[src/rtl/gcd_job_ctrl_if.sv]
// Bundle of the upstream operand handshake, the GCD core start/done link and
// the downstream result handshake. The controller uses master; its surroundings use slave.
interface gcd_job_ctrl_if #(
  parameter int W  = 8,
  parameter int CW = 16
);
  logic          in_valid;
  logic          in_ready;
  logic [W-1:0]  in_p;
  logic [W-1:0]  in_q;

  logic          core_start;
  logic [W-1:0]  core_P;
  logic [W-1:0]  core_Q;
  logic [W-1:0]  core_R;
  logic          core_done;

  logic          out_valid;
  logic          out_ready;
  logic [W-1:0]  out_gcd;
  logic [W-1:0]  out_p;
  logic [W-1:0]  out_q;
  logic [CW-1:0] out_cycles;

  modport master (
    input  in_valid, in_p, in_q, core_R, core_done, out_ready,
    output in_ready, core_start, core_P, core_Q,
           out_valid, out_gcd, out_p, out_q, out_cycles
  );

  modport slave (
    output in_valid, in_p, in_q, core_R, core_done, out_ready,
    input  in_ready, core_start, core_P, core_Q,
           out_valid, out_gcd, out_p, out_q, out_cycles
  );
endinterface

[src/rtl/gcd_job_ctrl.sv]
// Job sequencer in front of the GCD core: resolves zero-operand jobs locally,
// runs all others on the core and returns result, operands and cycle count.
module gcd_job_ctrl #(
  parameter int W  = 8,
  parameter int CW = 16
) (
  input  logic            clk,
  input  logic            rst,
  gcd_job_ctrl_if.master  bus
);

  localparam logic [2:0] IDLE  = 3'd0;
  localparam logic [2:0] LOAD  = 3'd1;
  localparam logic [2:0] RUN   = 3'd2;
  localparam logic [2:0] DRAIN = 3'd3;
  localparam logic [2:0] OUT   = 3'd4;

  localparam logic [CW-1:0] CYCLES_MAX = {CW{1'b1}};

  logic [2:0]    r_state;
  logic          r_inReady;
  logic          r_coreStart;
  logic [W-1:0]  r_coreP;
  logic [W-1:0]  r_coreQ;
  logic          r_outValid;
  logic [W-1:0]  r_outGcd;
  logic [W-1:0]  r_outP;
  logic [W-1:0]  r_outQ;
  logic [CW-1:0] r_cycles;

  logic          w_accept;
  logic          w_zeroJob;

  assign w_accept  = bus.in_valid && r_inReady;
  assign w_zeroJob = (bus.in_p == '0) || (bus.in_q == '0);

  // The core never finishes when exactly one operand is zero, so such jobs
  // bypass it; DRAIN waits for done to drop so a stale level is never reused.
  always_ff @(posedge clk or posedge rst) begin
    if (rst) begin
      r_state     <= IDLE;
      r_inReady   <= 1'b1;
      r_coreStart <= 1'b0;
      r_coreP     <= '0;
      r_coreQ     <= '0;
      r_outValid  <= 1'b0;
      r_outGcd    <= '0;
      r_outP      <= '0;
      r_outQ      <= '0;
      r_cycles    <= '0;
    end else begin
      case (r_state)
        IDLE: begin
          if (w_accept) begin
            r_inReady <= 1'b0;
            r_outP    <= bus.in_p;
            r_outQ    <= bus.in_q;
            r_cycles  <= '0;
            if (w_zeroJob) begin
              r_outGcd   <= bus.in_p | bus.in_q;
              r_outValid <= 1'b1;
              r_state    <= OUT;
            end else begin
              r_coreP <= bus.in_p;
              r_coreQ <= bus.in_q;
              r_state <= LOAD;
            end
          end
        end
        LOAD: begin
          r_coreStart <= 1'b1;
          r_state     <= RUN;
        end
        RUN: begin
          if (bus.core_done) begin
            r_outGcd    <= bus.core_R;
            r_coreStart <= 1'b0;
            r_state     <= DRAIN;
          end else if (r_cycles != CYCLES_MAX) begin
            r_cycles <= r_cycles + CW'(1);
          end
        end
        DRAIN: begin
          if (!bus.core_done) begin
            r_outValid <= 1'b1;
            r_state    <= OUT;
          end
        end
        OUT: begin
          if (bus.out_ready) begin
            r_outValid <= 1'b0;
            r_inReady  <= 1'b1;
            r_state    <= IDLE;
          end
        end
        default: begin
          r_state     <= IDLE;
          r_inReady   <= 1'b1;
          r_coreStart <= 1'b0;
          r_outValid  <= 1'b0;
        end
      endcase
    end
  end

  assign bus.in_ready   = r_inReady;
  assign bus.core_start = r_coreStart;
  assign bus.core_P     = r_coreP;
  assign bus.core_Q     = r_coreQ;
  assign bus.out_valid  = r_outValid;
  assign bus.out_gcd    = r_outGcd;
  assign bus.out_p      = r_outP;
  assign bus.out_q      = r_outQ;
  assign bus.out_cycles = r_cycles;

endmodule

[src/flat_wrapper.sv]
// flat-port wrapper written by rule: the top's interface ports become plain ports
module gcd_job_ctrl_flat 
#(
  parameter int W  = 8,
  parameter int CW = 16
)
  (clk, rst, bus_in_valid, bus_in_p, bus_in_q, bus_core_R, bus_core_done, bus_out_ready, bus_in_ready, bus_core_start, bus_core_P, bus_core_Q, bus_out_valid, bus_out_gcd, bus_out_p, bus_out_q, bus_out_cycles);
  gcd_job_ctrl_if #(.W(W), .CW(CW)) bus_i ();
  input  logic clk;
  input  logic rst;
  input wire logic [$bits(bus_i.in_valid)-1:0] bus_in_valid;
  input wire logic [$bits(bus_i.in_p)-1:0] bus_in_p;
  input wire logic [$bits(bus_i.in_q)-1:0] bus_in_q;
  input wire logic [$bits(bus_i.core_R)-1:0] bus_core_R;
  input wire logic [$bits(bus_i.core_done)-1:0] bus_core_done;
  input wire logic [$bits(bus_i.out_ready)-1:0] bus_out_ready;
  output wire logic [$bits(bus_i.in_ready)-1:0] bus_in_ready;
  output wire logic [$bits(bus_i.core_start)-1:0] bus_core_start;
  output wire logic [$bits(bus_i.core_P)-1:0] bus_core_P;
  output wire logic [$bits(bus_i.core_Q)-1:0] bus_core_Q;
  output wire logic [$bits(bus_i.out_valid)-1:0] bus_out_valid;
  output wire logic [$bits(bus_i.out_gcd)-1:0] bus_out_gcd;
  output wire logic [$bits(bus_i.out_p)-1:0] bus_out_p;
  output wire logic [$bits(bus_i.out_q)-1:0] bus_out_q;
  output wire logic [$bits(bus_i.out_cycles)-1:0] bus_out_cycles;
  assign bus_i.in_valid = bus_in_valid;
  assign bus_i.in_p = bus_in_p;
  assign bus_i.in_q = bus_in_q;
  assign bus_i.core_R = bus_core_R;
  assign bus_i.core_done = bus_core_done;
  assign bus_i.out_ready = bus_out_ready;
  assign bus_in_ready = bus_i.in_ready;
  assign bus_core_start = bus_i.core_start;
  assign bus_core_P = bus_i.core_P;
  assign bus_core_Q = bus_i.core_Q;
  assign bus_out_valid = bus_i.out_valid;
  assign bus_out_gcd = bus_i.out_gcd;
  assign bus_out_p = bus_i.out_p;
  assign bus_out_q = bus_i.out_q;
  assign bus_out_cycles = bus_i.out_cycles;
  gcd_job_ctrl #(.W(W), .CW(CW)) u_core (.clk(clk), .rst(rst), .bus(bus_i));
endmodule
[config.mk]
export PLATFORM = sky130hd
export DESIGN_NAME = gcd_job_ctrl_flat
export DESIGN_NICKNAME = d
export VERILOG_FILES = /design/src/rtl/gcd_job_ctrl_if.sv /design/src/rtl/gcd_job_ctrl.sv /design/src/flat_wrapper.sv
export SDC_FILE = /design/constraint.sdc
export NUM_CORES = 1
export LEC_CHECK = 0
export BUFFER_PORTS_ARGS = -buffer_cell sky130_fd_sc_hd__buf_2
export CAP_MARGIN = 20
export CORE_UTILIZATION = 55
export DETAILED_ROUTE_END_ITERATION = 12
export GPL_TIMING_DRIVEN = 0
export PLACE_DENSITY = 0.94
export SYNTH_ARGS = -nofsm -noshare
export SYNTH_HDL_FRONTEND = slang
export SYNTH_SLANG_ARGS = --single-unit
[constraint.sdc]
create_clock -name clk -period 3.1 [get_ports clk]
set_clock_uncertainty 0.05 [all_clocks]
set_input_delay 0.155 -clock clk [delete_from_list [all_inputs] [get_ports clk]]
set_output_delay 0.155 -clock clk [all_outputs]
set_load 0.01 [all_outputs]
==> impl_metrics.py, run 1 <==
metrics = {
    "sta": {
        "setup_violations": 0,
        "rsz0062_at_grt": "false",
        "max_slew.worst_pin.slew_ns": 0.549,
        "fin_crit_sh_pct": 72.2,
        "fin_crit_ns": 2.24,
        "setup_ws_ns": 0.861,
        "max-slew-margin-rel_pct": 63.3,
        "slew_viol_final": 0,
        "clock.fmax_mhz": 447,
        "tns_ns": 0,
        "finalHoldViolCount": 0,
    },
    "clock_tree": {
        "htreeDepth": 3,
        "cts-resized-gates": 0,
        "cts_buffers": 9,
        "root_buffer": "clkbuf_8",
        "clk_path_buf_depth": 2,
        "clkTransAtPathRegs_ns": 0.08,
        "cts_tree": "yes",
        "clock_sinks": 62,
        "clock_latency_ns": 0.34,
    },
    "global_routing": {
        "grt_pass1_wl_mm": 13.4,
        "antenna_found_initial": 0,
        "grt_max_degree": 43,
        "globalRouteOverflowTotal": 0,
        "grt_pass1_vias": 2830,
        "track_usage_pct": 29.3,
    },
    "min_path": {
        "hold_depth": 3,
        "hp-class": "input pin to register",
    },
    "floorplanning": {
        "dieArea_um2": 5920,
        "die_w_um": 76.9,
        "rows": 26,
        "start_util_pct": 58.6,
        "io_pins": 88,
        "core_um2": 5270,
        "die-height_um": 76.9,
    },
    "cells_and_area": {
        "syn2layout_area_growth_pct": 25.7,
        "stdcell_count": 478,
        "final_design_area_no_fill_um2": 3880,
        "insertedDiodeCount": 0,
        "drive_above_1_share_pct": 37.0,
        "nets": 433,
        "fin_util_pct": 73.7,
    },
    "critical_path": {
        "critPathRequiredTime_ns": 3.24,
        "worstSetupPathType": "register to register",
        "worst_setup_path_start_kind": "register",
        "cp.arrival_ns": 2.38,
        "ff2ff_path_depth": 5,
        "worstPathMaxFanout": 10,
        "cp-end-kind": "register",
        "rrSetupSlack_ns": 0.86,
    },
    "route": {
        "firstDrtPassIters": 4,
        "drt-initial-drc-count": 257,
        "wl_per_cell_um": 16.7,
        "antenna_left": 0,
        "totalWireLength_mm": 8.00,
        "vias": 2793,
        "drc": 0,
        "vias_per_cell": 5.84,
    },
    "synthesis": {
        "synth_nets": 332,
        "ys_warn_count": 0,
        "synth_compound_area_share_pct": 11.3,
        "ys_seq_elements": 62,
        "yosys-top-cells-area": "dfrtp_1 (49%), nand2_1 (8.6%), mux2_2 (5.5%), mux2_4 (4.9%), o21ai_0 (2.1%)",
        "syn-instance-count": 302,
        "yosys.area_share.xor_xnor_pct": 0,
        "synthMuxAreaShare_pct": 10.3,
        "synth-edff-count": 0,
        "syn_area_per_cell_um2": 10.2,
        "synth-simple-area-share_pct": 24.0,
        "async_flop_share_pct": 100,
        "ys_types": 53,
        "synthFlopType": "dfrtp_1",
        "netlist_area_um2": 3090,
        "synth_top_area_share_pct": 49.4,
        "synthAdderAreaFrac_pct": 0.405,
        "yosysSeqAreaShare_pct": 50.3,
        "synth_top_family_by_area": "simple AND/OR/NAND/NOR gates",
        "yosysTopAreaCell": "dfrtp_1",
    },
    "status": {
        "outcome": "completed",
    },
    "placement": {
        "dp_hpwl_mm": 5.76,
        "gp_congestion": 0.895,
        "dp.cells": 460,
        "port_buffers": 87,
        "place_ws_ns": 0.900,
        "placed_area_um2": 3630,
    },
    "pwr": {
        "max-vdd-ir-drop_mv": 0.679,
        "p_leak_uw": 0.00192,
        "p_per_area_nw_per_um2": 970,
    },
    "job": {
        "drv_cap": 0,
    },
}
-- critical path: stages (launching register included) --
cell and delay, ns:
dfrtp_1 0.38, clkbuf_1 0.24, nor3_1 0.37, nand3_1 0.43, o21ai_1 0.46, a31oi_1 0.17
-- where the power goes --
part	switching (uW)	leakage (uW)	internal (uW)
clock network	341	0.000113	480
registers	224	0.000772	1150
logic	860	0.00103	709
total	1420	0.00192	2340
-- metal layers --
| metal | share of wire (%) | up-vias | global-route usage [%] |
|---|---|---|---|
| met5 | 0 | - | 0 |
| met4 | 2.2 | 0 | 11.9 |
| li1 | - | 1282 | - |
| met2 | 50 | 141 | 47.9 |
| met1 | 40 | 1349 | 36.8 |
| met3 | 7.8 | 21 | 8.10 |
-- cell type report --
cell class,count,area (um^2)
repair buffers,90,475
flip-flops and latches,62,1550
well taps,70,87.6
multi-input cells,218,1420
fillers,384,1390
clock inverters,6,93.8
clock buffers,10,138
plain buffers,16,92.6
inverters,6,22.5
-- through the flow --
stage / power [uW] / hold slack (ns)
after floorplan: 2370 / 0.176
after global placement: 2860 / 0.325
after detailed placement: 2940 / 0.155
after CTS: 3760 / 0.0109
after global routing: 3990 / 0.0165
final: 3770 / 0.0133
-- logic make-up after synthesis --
family	count (synthesis)
DFF	62
adders and majority gates	1
buffers and inverters	22
and+or+nand+nor	143
muxes	25
AOI/OAI and AO/OA	49
-- registers in the layout, summed over array words and instances (netlist names) --
name                   cells
u_core.bus.out_valid       1
u_core.bus.out_gcd         8
u_core.bus.out_p           8
u_core.bus.in_ready        1
u_core.bus.core_Q          8
u_core.r_state             3
u_core.bus.out_cycles     16
u_core.bus.core_start      1
u_core.bus.core_P          8
u_core.bus.out_q           8
-- layout by cell type (no fill, tap or decap), drive strengths merged, types with 2 or more instances in the layout --
cell type    synthesis  final
o211ai               2      2
nand2               71     71
nor4                 9      9
a21o                 2      2
o21a                 2      2
nand3b               2      2
o21ai               14     14
nor4b                2      2
a21boi               2      2
or4                  3      3
nor2                13     13
inv                  6      7
mux2                25     25
nand4                9      9
and2                 2      2
nand2b               3      3
nand3                8      8
clkinv               0      2
dfrtp               61     61
clkbuf               7     17
a31oi                6      6
dlygate4sd3          0      2
a21oi                7      7
nor3                10     10
a221o                6      6
or2                  2      2
nor2b                3      3
buf                  9     97
bufinv               0      2
and4                 3      3
-- worst paths after layout --
path / start / endpoint
min in group asynchronous: rst / u_core.bus.out_q[7]
worst min-delay path: bus_in_q[6] / u_core.bus.out_q[6]
worst min register to register: u_core.bus.out_p[7] / u_core.bus.out_p[7]
worst max register to register: u_core.r_state[2] / u_core.bus.out_cycles[13]
max in group asynchronous: rst / u_core.bus.out_gcd[5]
worst max-delay path: u_core.r_state[2] / u_core.bus.out_cycles[13]
-- synth_stat cells (all sizes together), types with 3 or more instances --
| master | number |
|---|---|
| a31oi | 6 |
| nand2 | 71 |
| nor2b | 3 |
| nor4 | 9 |
| a21oi | 7 |
| nand4 | 9 |
| a221o | 6 |
| nor3 | 10 |
| dfrtp | 61 |
| mux2 | 25 |
| inv | 6 |
| or4 | 3 |
| buf | 9 |
| clkbuf | 7 |
| nand3 | 8 |
| and4 | 3 |
| nand2b | 3 |
| o21ai | 14 |
| nor2 | 13 |
-- repair_timing --
item / CTS / global route
hold buffers: 2 / 0
hold endpoints to repair: 20 / 0
buffers inserted: 0 / 0
Note: power is estimated with default switching activity, not from simulation.
==> run 2: changes to the inputs <==
--- a/config.mk
+++ b/config.mk
@@ -5,12 +5,13 @@
 export SDC_FILE = /design/constraint.sdc
 export NUM_CORES = 1
 export LEC_CHECK = 0
+export ABC_AREA = 1
 export BUFFER_PORTS_ARGS = -buffer_cell sky130_fd_sc_hd__buf_2
 export CAP_MARGIN = 20
-export CORE_UTILIZATION = 55
+export CORE_UTILIZATION = 47
 export DETAILED_ROUTE_END_ITERATION = 12
 export GPL_TIMING_DRIVEN = 0
-export PLACE_DENSITY = 0.94
+export PLACE_DENSITY = 0.86
 export SYNTH_ARGS = -nofsm -noshare
 export SYNTH_HDL_FRONTEND = slang
 export SYNTH_SLANG_ARGS = --single-unit
==> constraint.sdc (replaced) <==
create_clock -name clk -period 2 [get_ports clk]
set_clock_uncertainty 0.05 [all_clocks]
set_input_delay 0.1 -clock clk [delete_from_list [all_inputs] [get_ports clk]]
set_output_delay 0.1 -clock clk [all_outputs]
set_load 0.01 [all_outputs]
==> run 2 against run 1 <==
  * Via count is 9.8% higher
  * Critical endpoint is now u_core.bus.core_Q[2]
  * Sequential power is 52% higher
  * Worst setup slack worse by 0.65 ns
  * Power is 49% higher
  * Wire length is 8.4% higher
  * Combinational power is 54% higher
  * First-iteration DRC count is 33% lower
  * Utilization is 11 points lower
  * Largest cell class unchanged
  * Final area is 2.9% higher
  * Register-to-register slack worse by 0.65 ns
  * Largest power group unchanged
  * Non-clock buffer count is 11 higher
  * Clock power is 34% higher
==> impl_metrics.py, run 2 <==
metrics = {
    "pwr": {
        "p_per_area_nw_per_um2": 1400,
        "seqPwrFrac_pct": 37.4,
        "p_leak_uw": 0.00217,
        "switchingPower_uw": 2350,
        "clockPowerShare_pct": 19.6,
        "sw_frac_of_total_pct": 41.9,
        "max-vdd-ir-drop_mv": 0.831,
        "power.internal_uw": 3250,
        "total_power_uw": 5600,
        "power_frac_comb_pct": 42.9,
    },
    "clock_tree": {
        "cts_buffers": 9,
        "clk_path_buf_depth": 2,
        "clock_latency_ns": 0.33,
        "htreeDepth": 3,
        "clock_sinks": 62,
        "clkTransAtPathRegs_ns": 0.07,
        "root_buffer": "clkbuf_8",
        "cts_tree": "yes",
        "cts-resized-gates": 0,
    },
    "synthesis": {
        "synthAdderAreaFrac_pct": 0.405,
        "ys_types": 31,
        "yosysTopAreaCell": "dfrtp_1",
        "yosys.area_share.xor_xnor_pct": 2.27,
        "synth.most_common_cell": "nand2_1",
        "netlist_area_um2": 3090,
        "ys_seq_elements": 62,
        "synth_top_area_share_pct": 49.5,
        "synth-edff-count": 0,
        "synth_compound_area_share_pct": 6.45,
        "synth_nets": 420,
        "synth-simple-area-share_pct": 35.3,
        "syn_area_per_cell_um2": 7.91,
        "synth_top_family_by_area": "simple AND/OR/NAND/NOR gates",
        "ys_warn_count": 0,
        "yosysSeqAreaShare_pct": 50.3,
        "synthMuxAreaShare_pct": 0,
        "synthTopCellsByCount": "nand2_1 (159), dfrtp_1 (61), nand3_1 (46), inv_1 (22), nor2_1 (22)",
        "syn-instance-count": 390,
        "synthFlopType": "dfrtp_1",
        "async_flop_share_pct": 100,
        "yosys-top-cells-area": "dfrtp_1 (49%), nand2_1 (19%), nand3_1 (7.5%), o21ai_0 (3.4%), inv_1 (2.7%)",
    },
    "sta": {
        "fin_crit_sh_pct": 89.5,
        "clock.fmax_mhz": 559,
        "max-slew-margin-rel_pct": 65.1,
        "finalHoldViolCount": 0,
        "max_slew.worst_pin.slew_ns": 0.524,
        "fin_crit_ns": 1.79,
        "setup_ws_ns": 0.210,
        "setup_violations": 0,
        "slew_viol_final": 0,
        "rsz0062_at_grt": "false",
    },
    "critical_path": {
        "worstPathMaxFanout": 10,
        "cp.arrival_ns": 1.96,
        "cp-end-kind": "register",
        "worstSetupPathType": "register to register",
        "crit_slowest_cell": "dfrtp_1",
        "critical_path.cell_chain": "nor3_2, nand2_2, inv_2, nand2_2, buf_6, nand2_1, nand2_1",
        "max_stage_delay_ns": 0.45,
        "worst_setup_path_start_kind": "register",
        "critPathRequiredTime_ns": 2.17,
    },
    "global_routing": {
        "globalRouteOverflowTotal": 0,
        "grt_pass1_vias": 3107,
        "grt_pass1_wl_mm": 14.6,
        "grt_max_degree": 42,
        "antenna_found_initial": 0,
        "track_usage_pct": 27.1,
    },
    "cells_and_area": {
        "drive_above_1_share_pct": 26.9,
        "stdcell_count": 587,
        "fin_util_pct": 63.0,
        "syn2layout_area_growth_pct": 29.5,
        "multiInputGateArea_um2": 1370,
        "nFillCells": 543,
        "layout_common_cells": "nand2_1 (159), buf_2 (94), dfrtp_1 (61), nand3_1 (46), nor2_1 (22)",
        "layout_commonest_cell": "nand2_1",
        "largest_reg_flops": 16,
        "final_design_area_no_fill_um2": 4000,
        "insertedDiodeCount": 0,
        "seqCellArea_um2": 1550,
        "nets": 535,
    },
    "route": {
        "firstDrtPassIters": 4,
        "totalWireLength_mm": 8.67,
        "vias": 3066,
        "vias_per_cell": 5.22,
        "antenna_left": 0,
        "drt-initial-drc-count": 172,
        "drc": 0,
        "wl_per_cell_um": 14.8,
    },
    "placement": {
        "port_buffers": 87,
        "dp.cells": 555,
        "dp_hpwl_mm": 6.31,
        "placed_area_um2": 3640,
        "place_ws_ns": 0.241,
        "gp_congestion": 0.904,
    },
    "floorplanning": {
        "rows": 29,
        "die-height_um": 83.0,
        "core_um2": 6350,
        "io_pins": 88,
        "dieArea_um2": 6900,
        "die_w_um": 83.0,
        "start_util_pct": 48.6,
    },
    "job": {
        "drv_cap": 0,
    },
    "status": {
        "outcome": "completed",
    },
    "min_path": {
        "hp-class": "input pin to register",
    },
}
[run 2: logic make-up (layout without fill, tap and decap cells)]
family / count (synthesis) / in the layout
AND/OR/NAND/NOR: 252 / 252
AO/OA/AOI/OAI: 31 / 31
adder cells (fa/ha/maj): 1 / 1
XOR/XNOR: 8 / 8
flip-flops: 62 / 62
buffers and inverters: 36 / 156
[run 2: final timing paths]
path | from | endpoint | slack (ns) | cells after the start
setup / recovery | u_core.r_state[1] | u_core.bus.core_Q[2] | 0.21 | 7
hold / removal | bus_core_done | u_core.r_state[0] | 0.02 | 3
setup reg to reg | u_core.r_state[1] | u_core.bus.core_Q[2] | 0.21 | 7
max in group asynchronous | rst | u_core.bus.in_ready | 0.98 | 4
min in group asynchronous | rst | u_core.bus.out_cycles[2] | 0.29 | 3
hold reg to reg | u_core.bus.core_Q[1] | u_core.bus.core_Q[1] | 0.42 | 2
[run 2: metal layers]
| metal | up-vias | global-route usage [%] | wire (um) | share of wire, % |
|---|---|---|---|---|
| li1 | 1478 | - | - | - |
| met1 | 1448 | 32.0 | 3620 | 42 |
| met2 | 123 | 46.4 | 4300 | 50 |
| met3 | 17 | 8.35 | 594 | 6.9 |
| met4 | 0 | 9.56 | 162 | 1.9 |
| met5 | - | 0 | 0 | 0 |
[run 2: per-stage QoR]
stage | hold WS [ns] | TNS (ns)
after floorplan | 0.160 | 0
after global placement | 0.300 | -26.60
after detailed placement | 0.110 | 0
after CTS | 0.00618 | 0
after global routing | 0.0171 | 0
final | 0.0211 | 0
[run 2: area by class of cell]
type / count / area share [%]
sequential: 62 / 38.8
multi-input combinational: 292 / 34.3
timing repair buffer: 104 / 15.4
clock buffer: 10 / 3.44
tap: 77 / 2.41
inverter: 23 / 2.16
buffer: 13 / 1.91
clock inverter: 6 / 1.53
[run 2: repair_timing]
| item | 4_1_cts | 5_1_grt |
|---|---|---|
| hold buffers | 16 | 0 |
| endpoints found under the hold margin | 38 | 0 |
| buffers inserted | 0 | 0 |
[run 2: power by group through the flow]
stage	registers, uW	logic (uW)	clock network, uW
finish	2100	2410	1100
global route	2140	2690	1180
CTS	2090	2400	1120
detailed placement	2090	2380	0
global placement	2070	2260	0
floorplan	2270	1290	0
[run 2: worst max-delay path: cells and delay by family (launching register included)]
| family | cells | cell delay, ns |
|---|---|---|
| buf+inv | 2 | 0.38 |
| flops | 1 | 0.45 |
| simple gates | 5 | 0.80 |
